File: src/rtl/ysyx_22041071_ex_stage.sv
// ysyx_22041071_ex_stage: RV64IM execute stage with single-cycle ALU, branch resolve,
// iterative 64-step mul/div and a valid/ready output register towards MEM.
module ysyx_22041071_ex_stage #(
  parameter int XLEN = 64,
  parameter int MD_STEPS = 64
) (
  input  logic            clk,
  input  logic            reset,
  input  logic            valid4,
  output logic            ready4,
  input  logic [XLEN-1:0] PC4,
  input  logic [31:0]     Ins3,
  input  logic            Brch2,
  input  logic [11:0]     BImm2,
  input  logic [4:0]      ALU_ctrl2,
  input  logic [XLEN-1:0] src_a,
  input  logic [XLEN-1:0] src_b,
  input  logic [XLEN-1:0] rt_data1,
  input  logic [4:0]      rdest1,
  input  logic            reg_w_en2,
  input  logic            MEM_W_en2,
  input  logic            WB_sel2,
  output logic [XLEN-1:0] result,
  output logic [4:0]      rdest1_,
  output logic            reg_w_en3_,
  output logic            Brch_taken,
  output logic [XLEN-1:0] BPC,
  output logic            valid5,
  input  logic            ready5,
  output logic [XLEN-1:0] PC5,
  output logic [31:0]     Ins4,
  output logic [XLEN-1:0] ALU_out,
  output logic [XLEN-1:0] rt_data2,
  output logic [4:0]      rdest2,
  output logic            reg_w_en4,
  output logic            MEM_W_en3,
  output logic            WB_sel3
);
  localparam int CW = $clog2(MD_STEPS);
  typedef enum logic [1:0] {IDLE, BUSY, DONE} state_t;
  state_t state;
  logic [CW-1:0] cnt;
  logic [XLEN-1:0] alu, aa, bb, ua, ub, hi, lo, dv, ra, md, md_nxt, q, r;
  logic [2*XLEN-1:0] p;
  logic [XLEN:0] s, t, d;
  logic [4:0] mc;
  logic [2:0] f3;
  logic sa, sb, dz, fin, is_md, is_mul, mm, sgn, divw, base, ge, xfer, ld, bub;
  function automatic logic [XLEN-1:0] sx(input logic [31:0] v);
    return {{(XLEN-32){v[31]}}, v};
  endfunction
  always_comb begin
    alu = src_a + src_b;
    case (ALU_ctrl2)
      5'd1:  alu = src_a - src_b;
      5'd2:  alu = src_a << src_b[5:0];
      5'd3:  alu = {{(XLEN-1){1'b0}}, $signed(src_a) < $signed(src_b)};
      5'd4:  alu = {{(XLEN-1){1'b0}}, src_a < src_b};
      5'd5:  alu = src_a ^ src_b;
      5'd6:  alu = src_a >> src_b[5:0];
      5'd7:  alu = $signed(src_a) >>> src_b[5:0];
      5'd8:  alu = src_a | src_b;
      5'd9:  alu = src_a & src_b;
      5'd10: alu = sx(src_a[31:0] + src_b[31:0]);
      5'd11: alu = sx(src_a[31:0] - src_b[31:0]);
      5'd12: alu = sx(src_a[31:0] << src_b[4:0]);
      5'd13: alu = sx(src_a[31:0] >> src_b[4:0]);
      5'd14: alu = sx($signed(src_a[31:0]) >>> src_b[4:0]);
      default: alu = src_a + src_b;
    endcase
  end
  assign f3 = Ins3[14:12];
  assign base = f3[2:1] == 2'b00 ? src_a == src_b :
                f3[2:1] == 2'b10 ? $signed(src_a) < $signed(src_b) : src_a < src_b;
  assign ready4 = ready5 & (state == IDLE);
  assign xfer = valid4 & ready4;
  assign Brch_taken = xfer & Brch2 & (f3[2:1] != 2'b01) & (base ^ f3[0]);
  assign BPC = PC4 + {{(XLEN-13){BImm2[11]}}, BImm2, 1'b0};
  assign rdest1_ = rdest1;
  assign reg_w_en3_ = reg_w_en2 & valid4;
  assign result = state == DONE ? md : alu;
  assign is_md = ALU_ctrl2 >= 5'd16 && ALU_ctrl2 <= 5'd24;
  assign is_mul = ALU_ctrl2 inside {5'd16, 5'd17, 5'd22};
  assign sgn = ALU_ctrl2 inside {5'd17, 5'd18, 5'd20, 5'd23, 5'd24};
  assign divw = ALU_ctrl2 inside {5'd23, 5'd24};
  assign aa = divw ? sx(src_a[31:0]) : src_a;
  assign bb = divw ? sx(src_b[31:0]) : src_b;
  assign ua = sgn & aa[XLEN-1] ? -aa : aa;
  assign ub = sgn & bb[XLEN-1] ? -bb : bb;
  assign mm = mc inside {5'd16, 5'd17, 5'd22};
  // one shift-add (mul) or restoring-subtract (div) step on {hi,lo}
  assign s = lo[0] ? {1'b0, hi} + {1'b0, dv} : {1'b0, hi};
  assign t = {hi, lo[XLEN-1]};
  assign d = t - {1'b0, dv};
  assign ge = t >= {1'b0, dv};
  assign p = sa ^ sb ? -{hi, lo} : {hi, lo};
  assign q = dz ? '1 : sa ^ sb ? -lo : lo;
  assign r = dz ? ra : sa ? -hi : hi;
  assign md_nxt = mc == 5'd16 ? lo :
                  mc == 5'd17 ? p[2*XLEN-1:XLEN] :
                  mc == 5'd22 ? sx(lo[31:0]) :
                  mc == 5'd23 ? sx(q[31:0]) :
                  mc == 5'd24 ? sx(r[31:0]) :
                  mc inside {5'd18, 5'd19} ? q : r;
  assign ld = ready5 & (state == IDLE | (state == DONE & fin));
  assign bub = state == IDLE & is_md;
  always_ff @(posedge clk) begin
    if (reset) begin
      state <= IDLE;
      cnt <= '0;
      fin <= 1'b0;
      valid5 <= 1'b0;
      PC5 <= '0;
      Ins4 <= '0;
      ALU_out <= '0;
      rt_data2 <= '0;
      rdest2 <= '0;
      reg_w_en4 <= 1'b0;
      MEM_W_en3 <= 1'b0;
      WB_sel3 <= 1'b0;
    end else begin
      if (ld) begin
        valid5 <= state == DONE | valid4;
        PC5 <= PC4;
        Ins4 <= bub ? 32'd0 : Ins3;
        ALU_out <= result;
        rt_data2 <= rt_data1;
        rdest2 <= rdest1;
        reg_w_en4 <= reg_w_en2 & ~bub;
        MEM_W_en3 <= MEM_W_en2 & ~bub;
        WB_sel3 <= WB_sel2 & ~bub;
      end else if (ready5) valid5 <= 1'b0;
      if (state == IDLE && xfer && is_md) begin
        state <= BUSY;
        cnt <= '0;
        mc <= ALU_ctrl2;
        sa <= sgn & aa[XLEN-1];
        sb <= sgn & bb[XLEN-1];
        dz <= bb == '0;
        ra <= aa;
        hi <= '0;
        lo <= is_mul ? ub : ua;
        dv <= is_mul ? ua : ub;
      end else if (state == BUSY) begin
        cnt <= cnt + 1'b1;
        state <= cnt == CW'(MD_STEPS - 1) ? DONE : BUSY;
        hi <= mm ? s[XLEN:1] : ge ? d[XLEN-1:0] : t[XLEN-1:0];
        lo <= mm ? {s[0], lo[XLEN-1:1]} : {lo[XLEN-2:0], ge};
      end else if (state == DONE) begin
        if (!fin) begin
          md <= md_nxt;
          fin <= 1'b1;
        end else if (ready5) begin
          fin <= 1'b0;
          state <= IDLE;
        end
      end
    end
  end
endmodule
File: config.mk
export PLATFORM = sky130hd
export DESIGN_NAME = ysyx_22041071_ex_stage
export DESIGN_NICKNAME = d
export VERILOG_FILES = /design/src/rtl/ysyx_22041071_ex_stage.sv
export SDC_FILE = /design/constraint.sdc
export NUM_CORES = 2
export LEC_CHECK = 0
export ABC_CLOCK_PERIOD_IN_PS = 8100
export CORE_ASPECT_RATIO = 2
export CORE_MARGIN = 2
export CORE_UTILIZATION = 50
export CTS_BUF_LIST = sky130_fd_sc_hd__clkbuf_8
export CTS_CLUSTER_SIZE = 16
export DETAILED_ROUTE_END_ITERATION = 7
export PLACE_DENSITY = 0.72
export SYNTH_ARGS = -nofsm -noshare
export SYNTH_HDL_FRONTEND = slang
export SYNTH_SLANG_ARGS = --single-unit
File: constraint.sdc
create_clock -name clk -period 8.1 [get_ports clk]
set_input_delay 0.81 -clock clk [delete_from_list [all_inputs] [get_ports clk]]
set_output_delay 0.81 -clock clk [all_outputs]
set_load 0.02 [all_outputs]
==> key figures, run 1 <==
Status
  – Status: stopped before the end
  – Failed at: global routing (5_1_grt)
  – Error msg: [ERROR GRT-0116] Global routing finished with congestion. Check the congestion regions in the DRC Viewer.

Die
  – Initial Utilization: 50.16%
  – Top Ports: 687
  – Chip height: 521.7 um
  – Chip width: 262.9 um
  – Placement row count: 190

Placed design
  – RD Place Congestion: 1.256
  – # port buffers: 686
  – Placed Cells: 11,150
  – DP Worst Slack: 0.6948 ns
  – Final HPWL DP: 333,700 um

Global route
  – Grt ovf: 74
  – Total track usage: 65.25%
  – First-pass GRT wire length: 649,700 um
  – Vias in the first global route: 86,710
  – Largest net degree at the start of global routing: 124

Clocking
  – Post-CTS sizing: 0
  – H-tree depth: 3
  – # Post-CTS Setup Buffers: 0
  – Hold buffer count at cts: 0
  – CTS buffer count: 86
  – Clk root buf: clkbuf_8
  – Max Root-Sink Buffers: 3
  – CTS Sinks: 570

Synthesis
  – Synth warnings: 0
  – Yosys top cell area share: 14.70%
  – Ys flop type: edfxtp_1
  – Yosys cell types: 100
  – Seq cells post-synth: 570
  – Mapped Nets: 9,832
  – Largest cells by area after synthesis: edfxtp_1 (15%), a21oi_1 (7.4%), ha_1 (7.3%)
  – Seq/Total Area, Yosys: 21.93%
  – Post-synthesis async set-or-reset flop share: 0%
  – Avg Cell Area, Syn: 7.349 um^2
  – Synth top cells by count: nand2_1 (1,229), a21oi_1 (997), nor2_1 (811)
  – Mapped Cells: 9,118
  – Number of synthesized flops with an enable pin: 328
  – Cell taking the most area after synthesis: edfxtp_1
  – Post-synthesis instance area: 0.06701 mm^2
  – Most common cell in the synthesized netlist: nand2_1
-- per-layer routing --
metal | track usage (%) | overflow
met4 | 74.60 | 35
met2 | 90.98 | 39
met3 | 38.44 | 0
met5 | 5.721 | 0
met1 | 62.27 | 0
-- cell families after synthesis --
kind of cell | after synthesis | synth area share (%)
compound gates | 3072 | 29.02
xor+xnor | 513 | 6.705
fa+ha+maj | 396 | 7.450
buf+inv | 1109 | 6.386
flops | 570 | 21.93
mux | 359 | 7.542
simple gates | 3099 | 20.97
-- through the flow --
step | cell area [um^2] | hold slack (ns)
after CTS | 78170 | 0.4533
after detailed placement | 76400 | 0.4463
after global placement | 76400 | 0.4378
after floorplan | 67020 | 0.4759
==> run 2, diff against run 1 <==
Settings changed: ABC_CLOCK_PERIOD_IN_PS 8100 to 10550, CORE_ASPECT_RATIO 2 to unset, CORE_UTILIZATION 50 to 35, CTS_BUF_LIST sky130_fd_sc_hd__clkbuf_8 to unset, CTS_CLUSTER_SIZE 16 to unset, PLACE_DENSITY 0.72 to unset, PLACE_DENSITY_LB_ADDON set to 0.15.
Clock period 8.1 ns to 10.55 ns, I/O delays scaled along.
==> run 2 against run 1 <==
Net effect: the flow now finishes, with violations (capacitance limit, slew limit); synthesized cell count stayed put; area after synthesis stayed put.
==> key figures, run 2 <==
Synthesis
  – Seq cells post-synth: 570 (unchanged)
  – Cell taking the most area after synthesis: edfxtp_1 (unchanged)
  – Seq/Total Area, Yosys: 21.93% (unchanged)
  – Synth top cells by count: nand2_1 (1,229), a21oi_1 (997), nor2_1 (811) (unchanged)
  – Most common cell in the synthesized netlist: nand2_1 (unchanged)
  – Synth warnings: 0 (unchanged)
  – Post-synthesis async set-or-reset flop share: 0% (unchanged)
  – Mapped Cells: 9,118 (unchanged)
  – Largest cells by area after synthesis: edfxtp_1 (15%), a21oi_1 (7.4%), ha_1 (7.3%) (unchanged)
  – Yosys cell types: 100 (unchanged)
  – Mapped Nets: 9,832 (unchanged)
  – Yosys top cell area share: 14.70% (unchanged)
  – Ys flop type: edfxtp_1 (unchanged)
  – Avg Cell Area, Syn: 7.349 um^2 (unchanged)
  – Number of synthesized flops with an enable pin: 328 (unchanged)
  – Post-synthesis instance area: 0.06701 mm^2 (unchanged)

Placed design
  – DP Worst Slack: 1.801 ns (was 0.6948 ns)
  – Final HPWL DP: 365,300 um (was 333,700 um)
  – Placed Cells: 11,820 (was 11,150)
  – # port buffers: 686 (unchanged)
  – RD Place Congestion: 1.116 (was 1.256)
  – DP Area: 0.07636 mm^2 (was 0.07640 mm^2)

Die
  – Die area: 0.1950 mm^2
  – Top Ports: 687 (unchanged)
  – Initial Utilization: 35.23% (was 50.16%)
  – Chip height: 441.6 um (was 521.7 um)
  – Chip width: 441.6 um (was 262.9 um)
  – Core area: 0.1902 mm^2
  – Placement row count: 160 (was 190)

Status
  – Status: finished, violations left (was stopped before the end)
  – Violated checks: capacitance limit, slew limit

STA
  – Fin crit share: 85.10%
  – Max_slew headroom: -17.35%
  – Final Max Slew Viols: 10
  – Setup WS post-layout: 1.572 ns
  – Final number of hold-violating endpoints: 0
  – Min Hold Slack: 0.4508 ns
  – Final Critical Period: 8.978 ns
  – RSZ-0062 raised after global routing: false
  – Actual slew at the worst max-slew pin: 1.742 ns
  – Setup Skew: 0.04876 ns
  – Endpoints failing setup: 0
  – Setup TNS Final: 0 ns
  – Fmax: 0.1114 GHz

Global route
  – Global routing met3 resource utilization: 12.60%
  – Vias in the first global route: 72,980
  – Initial antenna violation count: 67
  – Total track usage: 44.66%
  – M1 GR Usage: 55.37%
  – Grt ovf: 0
  – First-pass GRT wire length: 610,700 um
  – GR peak layer: met2
  – Met2 usage: 64.77%
  – Largest net degree at the start of global routing: 145

Worst setup path
  – Critical path, cell by cell: clkdlybuf4s50_1 > inv_1 > ha_1 > nand3_1 > a21o_1 > a2111oi_0 > o211ai_1 > a31oi_1 > buf_4 > mux2i_1 > nand3_1 > or2_2 > a2111oi_1 > nor2_1 > clkdlybuf4s50_1
  – Crit end category: output pin
  – Reg2reg setup slack: 4.85 ns
  – Reg2Reg Depth: 13
  – Worst r2r src: hi[3]
  – Critical Path Source Type: input pin
  – CP arrival: 7.92 ns
  – Slowest stage delay, CP: 1.00 ns
  – CP bufs+invs: 4
  – Worst path required time: 9.50 ns
  – FF-to-FF End: hi[59]
  – Crit-path slowest cell: a2111oi_0
  – Category of the most critical setup path: input pin to output pin
  – Gate family responsible for the most delay along the worst path: compound AO/OA/AOI/OAI gates
  – Worst Path Max Fanout: 13

Clocking
  – Clock-pin slew on the worst setup and hold paths: 0.05 ns
  – Max Root-Sink Buffers: 3 (unchanged)
  – Clk root buf: clkbuf_16 (was clkbuf_8)
  – H-tree depth: 3 (unchanged)
  – Hold buffer count at cts: 0 (unchanged)
  – CTS buffer count: 78 (was 86)
  – # Post-CTS Setup Buffers: 0 (unchanged)
  – Post-CTS sizing: 0 (unchanged)
  – CTS tree: yes
  – CTS Sinks: 570 (unchanged)
  – Clk_lat worst skew: 0.76 ns

Hold path
  – Hold crit path type: flip-flop to flip-flop
  – WHS Path Cells: 2
  – Min-delay src: Ins4[12]
  – Worst Hold Path EP: Ins4[12]

Power
  – Pleak: 29.63 nW
  – PnR Total Power: 9.681 mW
  – Worst vdd ir: 0.1265 mV
  – Power density over cell area: 122.3 mW/mm^2

Finish
  – Final core utilization: 41.61%
  – P&R area growth vs syn: 18.10%
  – Fin area: 0.07914 mm^2
  – Post-Layout Cell Count: 12,000
  – Most frequent cells in the layout: nand2_1 (1,228), a21oi_1 (995), nor2_1 (798), clkdlybuf4s50_1 (678), o21ai_0 (625)
  – Share of cells above drive strength 1: 7.093%
  – Fin nets: 10,100
  – Commonest non-fill, non-tap cell in the layout: nand2_1

Drt
  – First DRT Iteration DRCs: 10,840
  – Final wirelength: 457,200 um
  – TritonRoute pass-1 iters: 6
  – Detail Route Antenna Nets: 0
  – Post-DR wirelength/cell: 38.11 um
  – Routed vias/inst: 6.670
  – DRC: 0
  – DR vias: 80,020

Job
  – Max-Cap Viols: 6
-- run 2: cell type report --
type | count | area (um^2)
diodes | 39 | 97.59
clock buffers | 103 | 2205
repair buffers | 940 | 8860
inverters | 355 | 1338
well taps | 2511 | 3142
flip-flops and latches | 570 | 14690
fillers | 19770 | 111000
clock inverters | 39 | 471.7
multi-input cells | 7439 | 48330
-- run 2: metal layers --
layer / vias to the layer above / wire [um]
li1: 34090 / -
met1: 39300 / 175100
met2: 5403 / 190700
met3: 1203 / 48850
met4: 24 / 42350
met5: - / 193
-- run 2: worst max-delay path by stage --
stage | cells after the start | slack, ns | to | from
after floorplan | 7 | 1.70 | md[0] | ALU_ctrl2[1]
after global placement | 14 | 1.34 | result[0] | src_a[24]
after detailed placement | 16 | 1.80 | result[52] | src_a[21]
after CTS | 16 | 1.79 | result[52] | src_a[21]
after global routing | 16 | 1.50 | result[52] | src_a[21]
final | 15 | 1.57 | result[36] | src_a[2]
-- run 2: worst register-to-register path: stages, from the launching register on --
cell,delay [ns]
edfxtp_1,0.59
ha_1,0.46
nand3_1,0.50
o21bai_1,0.41
a2111oi_0,0.50
buf_4,0.23
o31a_1,0.31
o21bai_1,0.22
o31ai_1,0.72
a31oi_1,0.37
nor3_1,0.28
a221oi_1,0.12
a2111oi_0,0.60
o211a_1,0.26
-- run 2: cell families after synthesis --
logic type / Yosys count / share of synthesized area, %
compound gates: 3072 / 29.02
mux: 359 / 7.542
buf+inv: 1109 / 6.386
fa+ha+maj: 396 / 7.450
flops: 570 / 21.93
simple gates: 3099 / 20.97
xor+xnor: 513 / 6.705
-- run 2: where the power goes --
part           internal (mW)  leakage (nW)  switching, mW
logic                   1.39          23.3           2.77
registers               2.50          4.97          0.151
clock network           1.64          1.32           1.24
Note: power is estimated with default switching activity, not from simulation.
